`src/rtl/aes_pkg.sv`:
```
// Shared definitions for the AES round demultiplexer: FSM encoding, legal
// round counts and round counter width.
package aes_pkg;

   localparam int CNT_W = 4;

   // Rounds per block for AES-128, AES-192 and AES-256.
   localparam int NR_AES128 = 10;
   localparam int NR_AES192 = 12;
   localparam int NR_AES256 = 14;

   typedef logic [1:0] state_t;

   localparam state_t ST_IDLE = 2'd0;
   localparam state_t ST_RUN  = 2'd1;
   localparam state_t ST_HOLD = 2'd2;

endpackage

```
`src/rtl/aes_round_ctr.sv`:
```
// Round counter for the AES round demultiplexer: load to 1, clear to 0,
// saturating increment, terminal-count flag when the count reaches NR.
module aes_round_ctr
   import aes_pkg::*;
#(
   parameter int NR = NR_AES128
) (
   input  logic             clk,
   input  logic             rst_n,
   input  logic             load,
   input  logic             clear,
   input  logic             inc,
   output logic [CNT_W-1:0] cnt,
   output logic             tc
);

   localparam logic [CNT_W-1:0] CNT_LAST = CNT_W'(NR);

   // NOTE: sequential state is written with non-blocking assignments only,
   // so every flop samples the pre-edge value of every other flop.
   always_ff @(posedge clk or negedge rst_n) begin
      if (!rst_n) begin
         cnt <= '0;
      end else if (clear) begin
         cnt <= '0;
      end else if (load) begin
         cnt <= CNT_W'(1);
      end else if (inc && !tc) begin
         cnt <= cnt + CNT_W'(1);
      end
   end

   assign tc = (cnt == CNT_LAST);

endmodule

```
`src/rtl/aes_round_demux.sv`:
```
// Routes each round result either back to the round-input select (fb_*) or,
// after the last round, to the output holding register (out_*).
// Optional sticky protocol error flag: define AES_ROUND_DEMUX_ERR_EN.
module aes_round_demux
   import aes_pkg::*;
#(
   parameter int N  = 128,
   parameter int NR = NR_AES128
) (
   input  logic             clk,
   input  logic             rst_n,
   input  logic             start,
   input  logic [N-1:0]     In,
   input  logic             in_valid,
   output logic [N-1:0]     fb_data,
   output logic             fb_valid,
   output logic [N-1:0]     out_data,
   output logic             out_valid,
   input  logic             out_ready,
   output logic [CNT_W-1:0] round_cnt,
   output logic             busy
`ifdef AES_ROUND_DEMUX_ERR_EN
   ,
   output logic             err
`endif
);

   state_t state;
   logic   ctr_load;
   logic   ctr_clear;
   logic   ctr_inc;
   logic   last_round;
   logic   start_ok;
   logic   handshake;

   assign start_ok  = (state == ST_IDLE) && start;
   assign handshake = (state == ST_HOLD) && out_valid && out_ready;
   assign ctr_load  = start_ok;
   assign ctr_clear = handshake;
   assign ctr_inc   = (state == ST_RUN) && in_valid && !last_round;

   aes_round_ctr #(
      .NR (NR)
   ) u_round_ctr (
      .clk   (clk),
      .rst_n (rst_n),
      .load  (ctr_load),
      .clear (ctr_clear),
      .inc   (ctr_inc),
      .cnt   (round_cnt),
      .tc    (last_round)
   );

   // NOTE: the data registers are reset as well as the control flops, so an
   // abandoned block leaves no stale word visible on fb_data or out_data.
   always_ff @(posedge clk or negedge rst_n) begin
      if (!rst_n) begin
         state     <= ST_IDLE;
         fb_data   <= '0;
         fb_valid  <= 1'b0;
         out_data  <= '0;
         out_valid <= 1'b0;
      end else begin
         fb_valid <= 1'b0;
         case (state)
            ST_IDLE: begin
               if (start) state <= ST_RUN;
            end
            ST_RUN: begin
               if (in_valid) begin
                  if (!last_round) begin
                     fb_data  <= In;
                     fb_valid <= 1'b1;
                  end else begin
                     out_data  <= In;
                     out_valid <= 1'b1;
                     state     <= ST_HOLD;
                  end
               end
            end
            ST_HOLD: begin
               // start is deliberately not looked at here, even alongside the handshake
               if (handshake) begin
                  out_valid <= 1'b0;
                  state     <= ST_IDLE;
               end
            end
            default: state <= ST_IDLE;
         endcase
      end
   end

   assign busy = (state != ST_IDLE);

`ifdef AES_ROUND_DEMUX_ERR_EN
   always_ff @(posedge clk or negedge rst_n) begin
      if (!rst_n) begin
         err <= 1'b0;
      end else if (start_ok) begin
         err <= 1'b0;
      end else if (in_valid && (state != ST_RUN)) begin
         err <= 1'b1;
      end
   end
`endif

endmodule

```
`config.mk`:
```
export PLATFORM = sky130hd
export DESIGN_NAME = aes_round_demux
export DESIGN_NICKNAME = d
export VERILOG_FILES = /design/src/rtl/aes_pkg.sv /design/src/rtl/aes_round_ctr.sv /design/src/rtl/aes_round_demux.sv
export SDC_FILE = /design/constraint.sdc
export NUM_CORES = 1
export LEC_CHECK = 0
export CAP_MARGIN = 20
export CORE_UTILIZATION = 44
export DETAILED_ROUTE_END_ITERATION = 12
export PLACE_DENSITY = 0.8
export RECOVER_POWER = 25
export SYNTH_ARGS = -nofsm -noshare
export SYNTH_HDL_FRONTEND = slang
export SYNTH_SLANG_ARGS = --single-unit
```
`constraint.sdc`:
```
create_clock -name clk -period 2.39 [get_ports clk]
set_input_delay 0.717 -clock clk [delete_from_list [all_inputs] [get_ports clk]]
set_output_delay 0.717 -clock clk [all_outputs]
set_load 0.1 [all_outputs]
```
Word-level counts from Yosys, hierarchy flattened
Index checks and enable logic that the tools add are counted.
W data, S select, Z words.
{"block": "word_totals", "reg_bits": 264, "in_bits": 133, "output_inout_bits": 263, "elab_cells": 45}
{"block": "classes", "add_sub_neg": 1, "eq_ne": 7, "n_mux": 15, "n_bitwise": 1, "n_reduce_logical": 15}
{"op": "$mux W4", "count": 3}
{"op": "$mux W2", "count": 4}
{"op": "$ne A2 B2 Y1 const B", "count": 4}
{"op": "$reduce_and A4 Y1", "count": 2}
{"op": "$logic_and A1 B1 Y1", "count": 6}
{"op": "$mux W1", "count": 6}
{"op": "$pmux W2 S3", "count": 1}
{"op": "$reduce_and A3 Y1", "count": 2}
{"op": "$add A4 B1 Y4 const B", "count": 1}
{"op": "$eq A4 B4 Y1 const B", "count": 1}
{"op": "$reduce_bool A2 Y1", "count": 2}
{"op": "$reduce_bool A3 Y1", "count": 1}
{"op": "$eq A2 B1 Y1 const B", "count": 1}
{"op": "$eq A2 B2 Y1 const B", "count": 1}
{"op": "$logic_not A2 Y1", "count": 1}
{"op": "$pmux W1 S2", "count": 1}
{"op": "$logic_not A1 Y1", "count": 1}
{"op": "$not A1 Y1", "count": 1}

Longest topological paths before layout
Gate-level depths: netlist of run 1.
{"block": "depth", "depth_word": 7, "mapped_depth": 9, "mapped_depth_nobuf": 6}

By module
A second synthesis of run 1 with hierarchy kept.
{"block": "unflattened", "hier_cells": 582, "hier_area_um2": 10008.3}
{"mod": "aes_round_demux", "instances": 1, "cells_per_inst": 558, "area_each_um2": 9769.4}
{"mod": "aes_round_ctr", "instances": 1, "cells_per_inst": 24, "area_each_um2": 239.0}

Least setup slack after synthesis of run 1
Ideal clock, no wire load.
{"block": "synth_path", "path_type": "register -> register", "start": "register u_round_ctr.cnt[1]", "end": "register out_data[100]", "arrival_time_ns": 2.376, "t_required_ns": 2.265, "slack_ns": -0.112, "stages_incl_launch_ff": 7, "path_buffers": 2, "path_cell_list": "dfrtp_1 ha_1 nand3b_4 nor3_2 buf_2 buf_2 mux2_2"}
{"block": "synth_via", "elab_chain_cells": 2}
{"element": "start: declaration", "line": "aes_round_ctr.sv:13", "text": "output logic [CNT_W-1:0] cnt,"}
{"element": "start signal: assignment", "line": "aes_round_ctr.sv:29", "text": "cnt <= cnt + CNT_W'(1);"}
{"element": "$eq A4 B4 Y1", "line": "aes_round_ctr.sv:33", "text": "assign tc = (cnt == CNT_LAST);"}
{"element": "$reduce_and A3 Y1 (no source line)"}
{"element": "end signal: assignment", "line": "aes_round_demux.sv:75", "text": "out_data <= In;"}
{"element": "end: declaration", "line": "aes_round_demux.sv:17", "text": "output logic [N-1:0] out_data,"}
No other way between the ends.
A chain may end at the register's enable or synchronous reset.

Worst setup path after layout of run 1
{"block": "layout_path", "start": "register state[1]", "end": "output port busy"}
{"block": "layout_via", "elab_chain_cells": 1}
{"element": "start: declaration", "line": "aes_round_demux.sv:28", "text": "state_t state;"}
{"element": "start signal: assignment", "line": "aes_round_demux.sv:58", "text": "state <= ST_IDLE;"}
{"element": "start signal: assignment", "line": "aes_round_demux.sv:67", "text": "if (start) state <= ST_RUN;"}
{"element": "start signal: assignment", "line": "aes_round_demux.sv:77", "text": "state <= ST_HOLD;"}
{"element": "$reduce_bool A2 Y1", "line": "aes_round_demux.sv:93", "text": "assign busy = (state != ST_IDLE);"}
{"element": "end: declaration", "line": "aes_round_demux.sv:21", "text": "output logic busy"}
No other way between the ends.

==> results of run 1 <==
layer usage:
layer | GRT usage, % | up-vias | share of wire [%]
li1 | - | 2945 | -
met1 | 25.9 | 3308 | 39
met2 | 38.1 | 261 | 51
met3 | 5.88 | 42 | 7.5
met4 | 6.13 | 0 | 2.4
met5 | 0 | - | 0
worst register-to-register path: cells and delay by family, from the launching register on:
| kind | cells | cell delay (ps) |
|---|---|---|
| adders and majority gates | 1 | 190 |
| and+or+nand+nor | 2 | 350 |
| DFF | 1 | 470 |
| muxes | 1 | 350 |
| buffers and inverters | 3 | 510 |
per-stage QoR:
step / setup slack [ps] / TNS (ps) / hold slack [ps] / instance area, um^2
finish: 132 / 0 / 506 / 15200
global route: 40.2 / 0 / 516 / 15200
CTS: 107 / 0 / 111 / 15300
detailed placement: -54.3 / -4010 / 495 / 14300
global placement: -30.1 / -2600 / 491 / 14300
floorplan: 140 / 0 / 421 / 10300
registers in the layout, indices dropped and copies added, names as in the netlist:
| name | count |
|---|---|
| out_valid | 1 |
| fb_valid | 1 |
| out_data | 128 |
| u_round_ctr.cnt | 4 |
| state | 2 |
| fb_data | 128 |
Yosys cell counts (all sizes together) (2+ instances only):
cell type / count / area share, %
nor2: 4 / 0.15
nand2: 2 / 0.073
xor2: 2 / 0.17
inv: 4 / 0.15
nor3: 2 / 0.15
ha: 2 / 0.24
nand3: 3 / 0.15
mux2: 256 / 31
o21ai: 2 / 0.097
nand4: 2 / 0.12
buf: 30 / 2.2
dfrtp: 264 / 64
kinds of logic after synthesis:
logic type               synth area share (%)
AO/OA/AOI/OAI                           0.450
XOR/XNOR                                0.255
adder cells (fa/ha/maj)                 0.243
buffers and inverters                    2.37
flip-flops                               64.2
multiplexers                             31.3
AND/OR/NAND/NOR                          1.16
layout make-up:
| class | count | area [um^2] |
|---|---|---|
| fill | 1605 | 7580 |
| sequential | 264 | 6610 |
| timing repair buffer | 437 | 3790 |
| multi-input combinational | 288 | 3440 |
| clock buffer | 41 | 821 |
| tap | 313 | 392 |
| clock inverter | 8 | 120 |
| inverter | 4 | 15.0 |
final timing paths:
path	from	to	slack, ps	depth (start not counted)
max	state[1]	busy	130	2
min in group asynchronous	rst_n	out_data[115]	520	1
max in group asynchronous	rst_n	fb_data[30]	420	2
min reg2reg	out_data[30]	out_data[30]	510	1
max reg2reg	u_round_ctr.cnt[0]	out_data[126]	410	7
min	out_data[30]	out_data[30]	510	1
==> reports/metrics.cfg, run 1 <==
[final_layout]
post_route_cells_drive_above_1_share_pct=58.2
most-common-layout-cells=279 x buf_4, 262 x dfrtp_1, 169 x mux2_2, 131 x clkdlybuf4s50_1, 87 x mux2_4
antenna_cells=0
fin_nets=1158
layout_commonest_cell=buf_4
area_growth_pct=47.7
instances_no_fill=1355
final_core_utilization_pct=66.7

[sta]
rsz0062_at_grt=false
skew_ps=9.65
finalSetupViolCount=0
slew_violations=0
worstMarginPinSlew_ps=1410
hold_viol_final=0
clock.fmax_mhz=443
period_needed_ps=2260
timing.final.crit_share_pct=94.5
slew_headroom_pct=5.69

[die]
core-area_um2=22800
fp.dieArea_um2=24000
rows=55
die_x_um=155
start_util_pct=45.2
die_y_um=155
io_pins=396

[detailed_routing]
firstDrtPassIters=4
via_per_inst=4.84
route.detailed.drc=0
wl_per_cell_um=19.1
wl_um=25900
ant_nets=0
drtIter0Drc=239
vias=6556

[clock_tree]
cts.clk_slew.worst_paths_ps=60
cts_resized=0
cts_setup_buffers=0
clock_sinks=264
cts_buffer_depth=3
htree_levels=1
numCtsBuffers=28
cts_tree=yes
clock_latency_ps=530
cts_root_buf=clkbuf_16
postCtsHoldBufs=0

[outcome]
status=completed

[logic_synthesis]
synth-edff-count=0
ys_seq_elements=264
synth.net_count=721
syn_inst=586
yosys_warnings=0
avgSynthCellArea_um2=17.6
synthDistinctLibCells=30
seq_area_frac_synth_pct=64.2
synth_ff_type=dfrtp_1
async_reset_ff_share_pct=100
syn_area_um2=10300

[worst_setup_path]
cpPeakStageDelay_ps=480
crit_family=flip-flops
critPathRequiredTime_ps=1670
start_kind=flop
cp_num_buf_inv=1
worstPathArrival_ps=1540
cp-end-kind=output pin
crit_path_max_fanout=9
critical_path.cell_chain=or2_2, buf_12
critPathKind=reg2out
crit_slowest_cell=dfrtp_1

[global_route]
track_usage_pct=21.6
grt_first_pass_wirelength_um=40500
grt_pass1_vias=7064
grt_antenna_before_repair=0
grt_max_degree=58
grt_overflow_total=0

[placement]
port_buffers=395
dp.cells=1306
place.gp.congestion=0.772
hpwl_um=19400

[run]
drv_cap=0

[hold_path]
hp-class=reg2reg

Power of run 1 is not shown: default switching activity piles up to over one toggle a cycle in this logic, so the estimate is an artifact.
==> run 2, diff against run 1 <==
Settings changed: PLACE_DENSITY 0.8 to 0.81.
==> reports/metrics.cfg, run 2 (synthesized netlist as in run 1, its figures left out) <==
[final_layout]
area.sequential_um2=6610
area_growth_pct=49.0
post_route_cells_drive_above_1_share_pct=58.6
most-common-layout-cells=280 x buf_4, 262 x dfrtp_1, 169 x mux2_2, 131 x clkdlybuf4s50_1, 87 x mux2_4
fin_nets=1157
design_area_um2=15300
instances_no_fill=1354
reg.largest.list=fb_data (128), out_data (128), u_round_ctr.cnt (4)
multi_input_area_um2=3440
antenna_cells=0
fill_cells=1580
layout_commonest_cell=buf_4

[clock_tree]
htree_levels=1
cts_resized=0
cts_tree=yes
numCtsBuffers=28
clock_latency_ps=530
postCtsHoldBufs=0
cts.clk_slew.worst_paths_ps=60
cts_setup_buffers=0
clock_sinks=264
cts_root_buf=clkbuf_16
cts_buffer_depth=3

[die]
start_util_pct=45.2
die_x_um=155
fp.dieArea_um2=24000
die_y_um=155
core-area_um2=22800
io_pins=396
rows=55

[worst_setup_path]
cpPeakStageDelay_ps=480
r2r_end=out_data[120]
crit_path_max_fanout=9
worstPathArrival_ps=1550
r2r_slack_ps=440
critPathRequiredTime_ps=1670
startpoint=state[1]
crit_slowest_cell=dfrtp_1
cp-end-kind=output pin
critical_path.cell_chain=or2_2, buf_12
critPathCapture=busy
reg2reg_from=u_round_ctr.cnt[0]
critPathKind=reg2out
reg2reg_depth=7
start_kind=flop

[hold_path]
hp-class=reg2reg

[placement]
place.gp.congestion=0.804
port_buffers=395
postPlaceCellArea_um2=14300
dp.cells=1305
hpwl_um=19200

[sta]
timing.final.crit_share_pct=94.7
whs_ps=505
tns_ps=0
hold_viol_final=0
rsz0062_at_grt=false
worstMarginPinSlew_ps=1850
slew_violations=68
skew_ps=13.5
slew_headroom_pct=-23.6
clock.fmax_mhz=442
finalSetupViolCount=0
period_needed_ps=2260

[detailed_routing]
vias=6595
firstDrtPassIters=4
via_per_inst=4.87
wl_um=26000
ant_nets=0
drtIter0Drc=213
route.detailed.drc=0
wl_per_cell_um=19.2

[global_route]
grt_max_degree=74
grt_overflow_total=0
grt_antenna_before_repair=0
track_usage_pct=21.7
grt_first_pass_wirelength_um=41000
grt_pass1_vias=7206

[outcome]
failed_checks=capacitance limit, slew limit
status=finished, violations left

[run]
drv_cap=1

[run 2: cell types whose count changed in the layout (fill, tap and decap cells not counted)]
| cell | change |
|---|---|
| bufinv_16 | +3 |
| clkbuf_1 | -5 |
| buf_2 | +1 |
| buf_12 | +5 |
| buf_4 | +1 |
| clkinvlp_4 | -2 |
| clkbuf_4 | -2 |
| clkbuf_2 | -1 |
| clkbuf_8 | -1 |
[run 2: how the worst min path moves through the flow]
stage	startpoint	end	cells past startpoint
finish	out_data[68]	out_data[68]	1
global route	out_data[81]	out_data[81]	1
CTS	rst_n	out_data[121]	1
detailed placement	fb_data[6]	fb_data[6]	1
global placement	out_data[38]	out_data[38]	1
floorplan	rst_n	fb_data[0]	0
[run 2: critical path: cells and delay by family, from the launching register on]
family,cells,cell delay (ps)
DFF,1,480
buffers and inverters,1,170
and+or+nand+nor,1,360
[run 2: metal layers]
layer	routed length (um)	part of all wire [%]	GRT usage (%)	vias up
met5	0	0	0	-
met4	668	2.6	6.41	0
met3	2150	8.3	6.27	45
met2	13100	51	38.1	270
met1	10100	39	25.9	3341
li1	-	-	-	2939
[run 2: layout make-up]
class / count / area share, %
repair buffers: 436 / 25.2
clock buffers: 40 / 5.26
well taps: 313 / 2.55
flip-flops and latches: 264 / 43.1
clock inverters: 9 / 1.27
multi-input cells: 288 / 22.5
inverters: 4 / 0.0979
[run 2: per-stage QoR]
| stage | util (%) | setup slack [ps] |
|---|---|---|
| floorplan | - | 140 |
| global placement | 63.0 | 1.38 |
| detailed placement | 63.0 | -21.8 |
| CTS | 67.4 | 115 |
| global route | 67.3 | 64.6 |
| finish | 67.3 | 126 |
Power of run 2 is left out for the same reason.
==> run 3, diff against run 2 <==
Settings changed: ABC_AREA set to 1, CTS_CLUSTER_SIZE set to 12.
==> reports/metrics.cfg, run 3 <==
[worst_setup_path]
reg2reg_from=u_round_ctr.cnt[0]
worstPathArrival_ps=1350
critPathKind=reg2out
crit_slowest_cell=dfrtp_1
crit_path_max_fanout=4
critical_path.cell_chain=inv_1, nand2_1, buf_12
r2r_end=fb_data[97]
critPathRequiredTime_ps=1670
start_kind=flop
cp-end-kind=output pin
r2r_slack_ps=520
reg2reg_depth=7
cpPeakStageDelay_ps=400

[power]
swShare_pct=20.7
power_density_nw_per_um2=616
seqPwrFrac_pct=48.3
leakagePower_uw=0.00789
p_comb_share_pct=4.6
peakVddDrop_uv=589
p_int_uw=7340
pwr-share-clk_pct=47.1
switchingPower_uw=1920

[logic_synthesis]
synth_commonest_cells=272 x nand2_1, 264 x dfrtp_1, 134 x inv_1
netlist.area_leader.share_pct=63.4
synth.net_count=1145
synthTopCellsByArea=dfrtp_1 63%, nand2_1 9.8%, o21ai_2 7.6%, inv_1 4.8%, o21ai_1 4.8%
avgSynthCellArea_um2=10.3
synth-edff-count=0
yosysMostFrequentCell=nand2_1
yosys_warnings=0
synth_top_area_cell=dfrtp_1
async_reset_ff_share_pct=100
syn_area_um2=10400
synth_ff_type=dfrtp_1
seq_area_frac_synth_pct=63.4
ys_seq_elements=264
synthDistinctLibCells=20
syn_inst=1010

[detailed_routing]
drtIter0Drc=453
wl_um=27200
vias=8251
wl_per_cell_um=15.6
via_per_inst=4.74
route.detailed.drc=0
ant_nets=0
firstDrtPassIters=5

[placement]
post-place-ws_ps=-29.1
port_buffers=395
dp.cells=1690
hpwl_um=19800
place.gp.congestion=0.814

[sta]
slew_violations=51
finalSetupViolCount=0
clock.fmax_mhz=483
hold_viol_final=0
skew_ps=9.49
rsz0062_at_grt=false
timing.final.crit_share_pct=86.6
worst_slack_ps=320
period_needed_ps=2070
slew_headroom_pct=-12.7
worstMarginPinSlew_ps=1690

[outcome]
status=finished, violations left
failed_checks=capacitance limit, slew limit

[global_route]
grt_overflow_total=0
grt_use_met3_pct=6.31
busiest_layer=met2
grt_first_pass_wirelength_um=43100
grt_pass1_vias=8283
grt_max_degree=57
met2_usage_pct=38.0
track_usage_pct=22.4
met1_usage_pct=26.4
grt_antenna_before_repair=0

[final_layout]
reg.largest.list=fb_data (128), out_data (128), u_round_ctr.cnt (4)
post_route_cells_drive_above_1_share_pct=30.4
layout_commonest_cell=nand2_1
instances_no_fill=1741
fin_nets=1543
area_growth_pct=44.3
most-common-layout-cells=272 x nand2_1, 269 x buf_4, 264 x dfrtp_1, 134 x inv_1, 131 x clkdlybuf4s50_1

[clock_tree]
cts_buffer_depth=3
numCtsBuffers=29
cts_resized=0
postCtsHoldBufs=0
cts_setup_buffers=0
htree_levels=1
cts.clk_slew.worst_paths_ps=60
clock_sinks=264
cts_tree=yes
clock_latency_ps=530
cts_root_buf=clkbuf_16

[die]
core-area_um2=22900
rows=55
start_util_pct=45.5
io_pins=396
die_y_um=156
fp.dieArea_um2=24300
die_x_um=156

[hold_path]
whs_path_depth=2
min_to=out_data[65]
worstHoldStart=out_data[65]
hp-class=reg2reg

[run]
drv_cap=1

[run 3: changes by cell type after synthesis, moves of 6 or more]
cell      delta
mux2_2     -169
o21ai_1     +99
inv_1      +130
mux2_4      -87
o21ai_0     +65
buf_2        -6
buf_6       +27
clkbuf_1     +7
o21ai_2     +91
nand2_1    +270
[run 3: final cells by class]
cell class | count | area [um^2]
Fill cell | 1765 | 7880
Sequential cell | 264 | 6610
Timing Repair Buffer | 423 | 3760
Multi-Input combinational cell | 553 | 2820
Clock buffer | 43 | 848
Inverter | 137 | 514
Tap cell | 313 | 392
Clock inverter | 7 | 88.8
Antenna cell | 1 | 2.50
[run 3: power groups by stage]
stage | Combinational, uW | Clock (uW) | Sequential [uW]
floorplan | 74.6 | 0 | 4550
global placement | 433 | 0 | 4550
detailed placement | 436 | 0 | 4550
CTS | 440 | 4460 | 4470
global route | 478 | 4660 | 4470
finish | 429 | 4360 | 4470
[run 3: worst max path at each step]
stage	end	slack [ps]	cells past startpoint	startpoint
2_1_floorplan	out_data[107]	220	8	u_round_ctr.cnt[1]
3_3_place_gp	fb_data[96]	70	7	in_valid
3_5_place_dp	fb_data[97]	-30	7	in_valid
4_1_cts	busy	290	3	state[0]
5_1_grt	busy	260	3	state[0]
6_report	busy	320	3	state[0]
[run 3: per-layer routing]
| metal | wire length [um] | up-vias |
|---|---|---|
| met5 | 0 | - |
| met2 | 13600 | 299 |
| met1 | 10200 | 3897 |
| li1 | - | 3983 |
| met3 | 2340 | 72 |
| met4 | 1130 | 0 |
[run 3: critical path: cells and delay by family (launching register included)]
family                 cells  cell delay, ps
and+or+nand+nor            1             120
buffers and inverters      2             310
DFF                        1             400
[run 3: logic make-up (layout without fill, tap and decap cells)]
group | Yosys count | count (layout) | share of synthesized area, %
AO/OA/AOI/OAI | 258 | 258 | 15.7
adder cells (fa/ha/maj) | 2 | 2 | 0.240
buffers and inverters | 193 | 610 | 9.70
flip-flops | 264 | 264 | 63.4
other | 0 | 1 | 0
AND/OR/NAND/NOR | 293 | 293 | 11.0
[run 3: through the flow]
| stage | hold slack (ps) | util [%] | instance area, um^2 | power (uW) | setup TNS, ps |
|---|---|---|---|---|---|
| 2_1_floorplan | 421 | - | 10400 | 4630 | 0 |
| 3_3_place_gp | 467 | 61.6 | 14100 | 4980 | 0 |
| 3_5_place_dp | 469 | 61.6 | 14100 | 4990 | -29.1 |
| 4_1_cts | 140 | 65.7 | 15000 | 9370 | 0 |
| 5_1_grt | 501 | 65.6 | 15000 | 9600 | 0 |
| 6_report | 482 | 65.6 | 15000 | 9260 | 0 |
No activity file was read; power rests on OpenSTA's default activity.
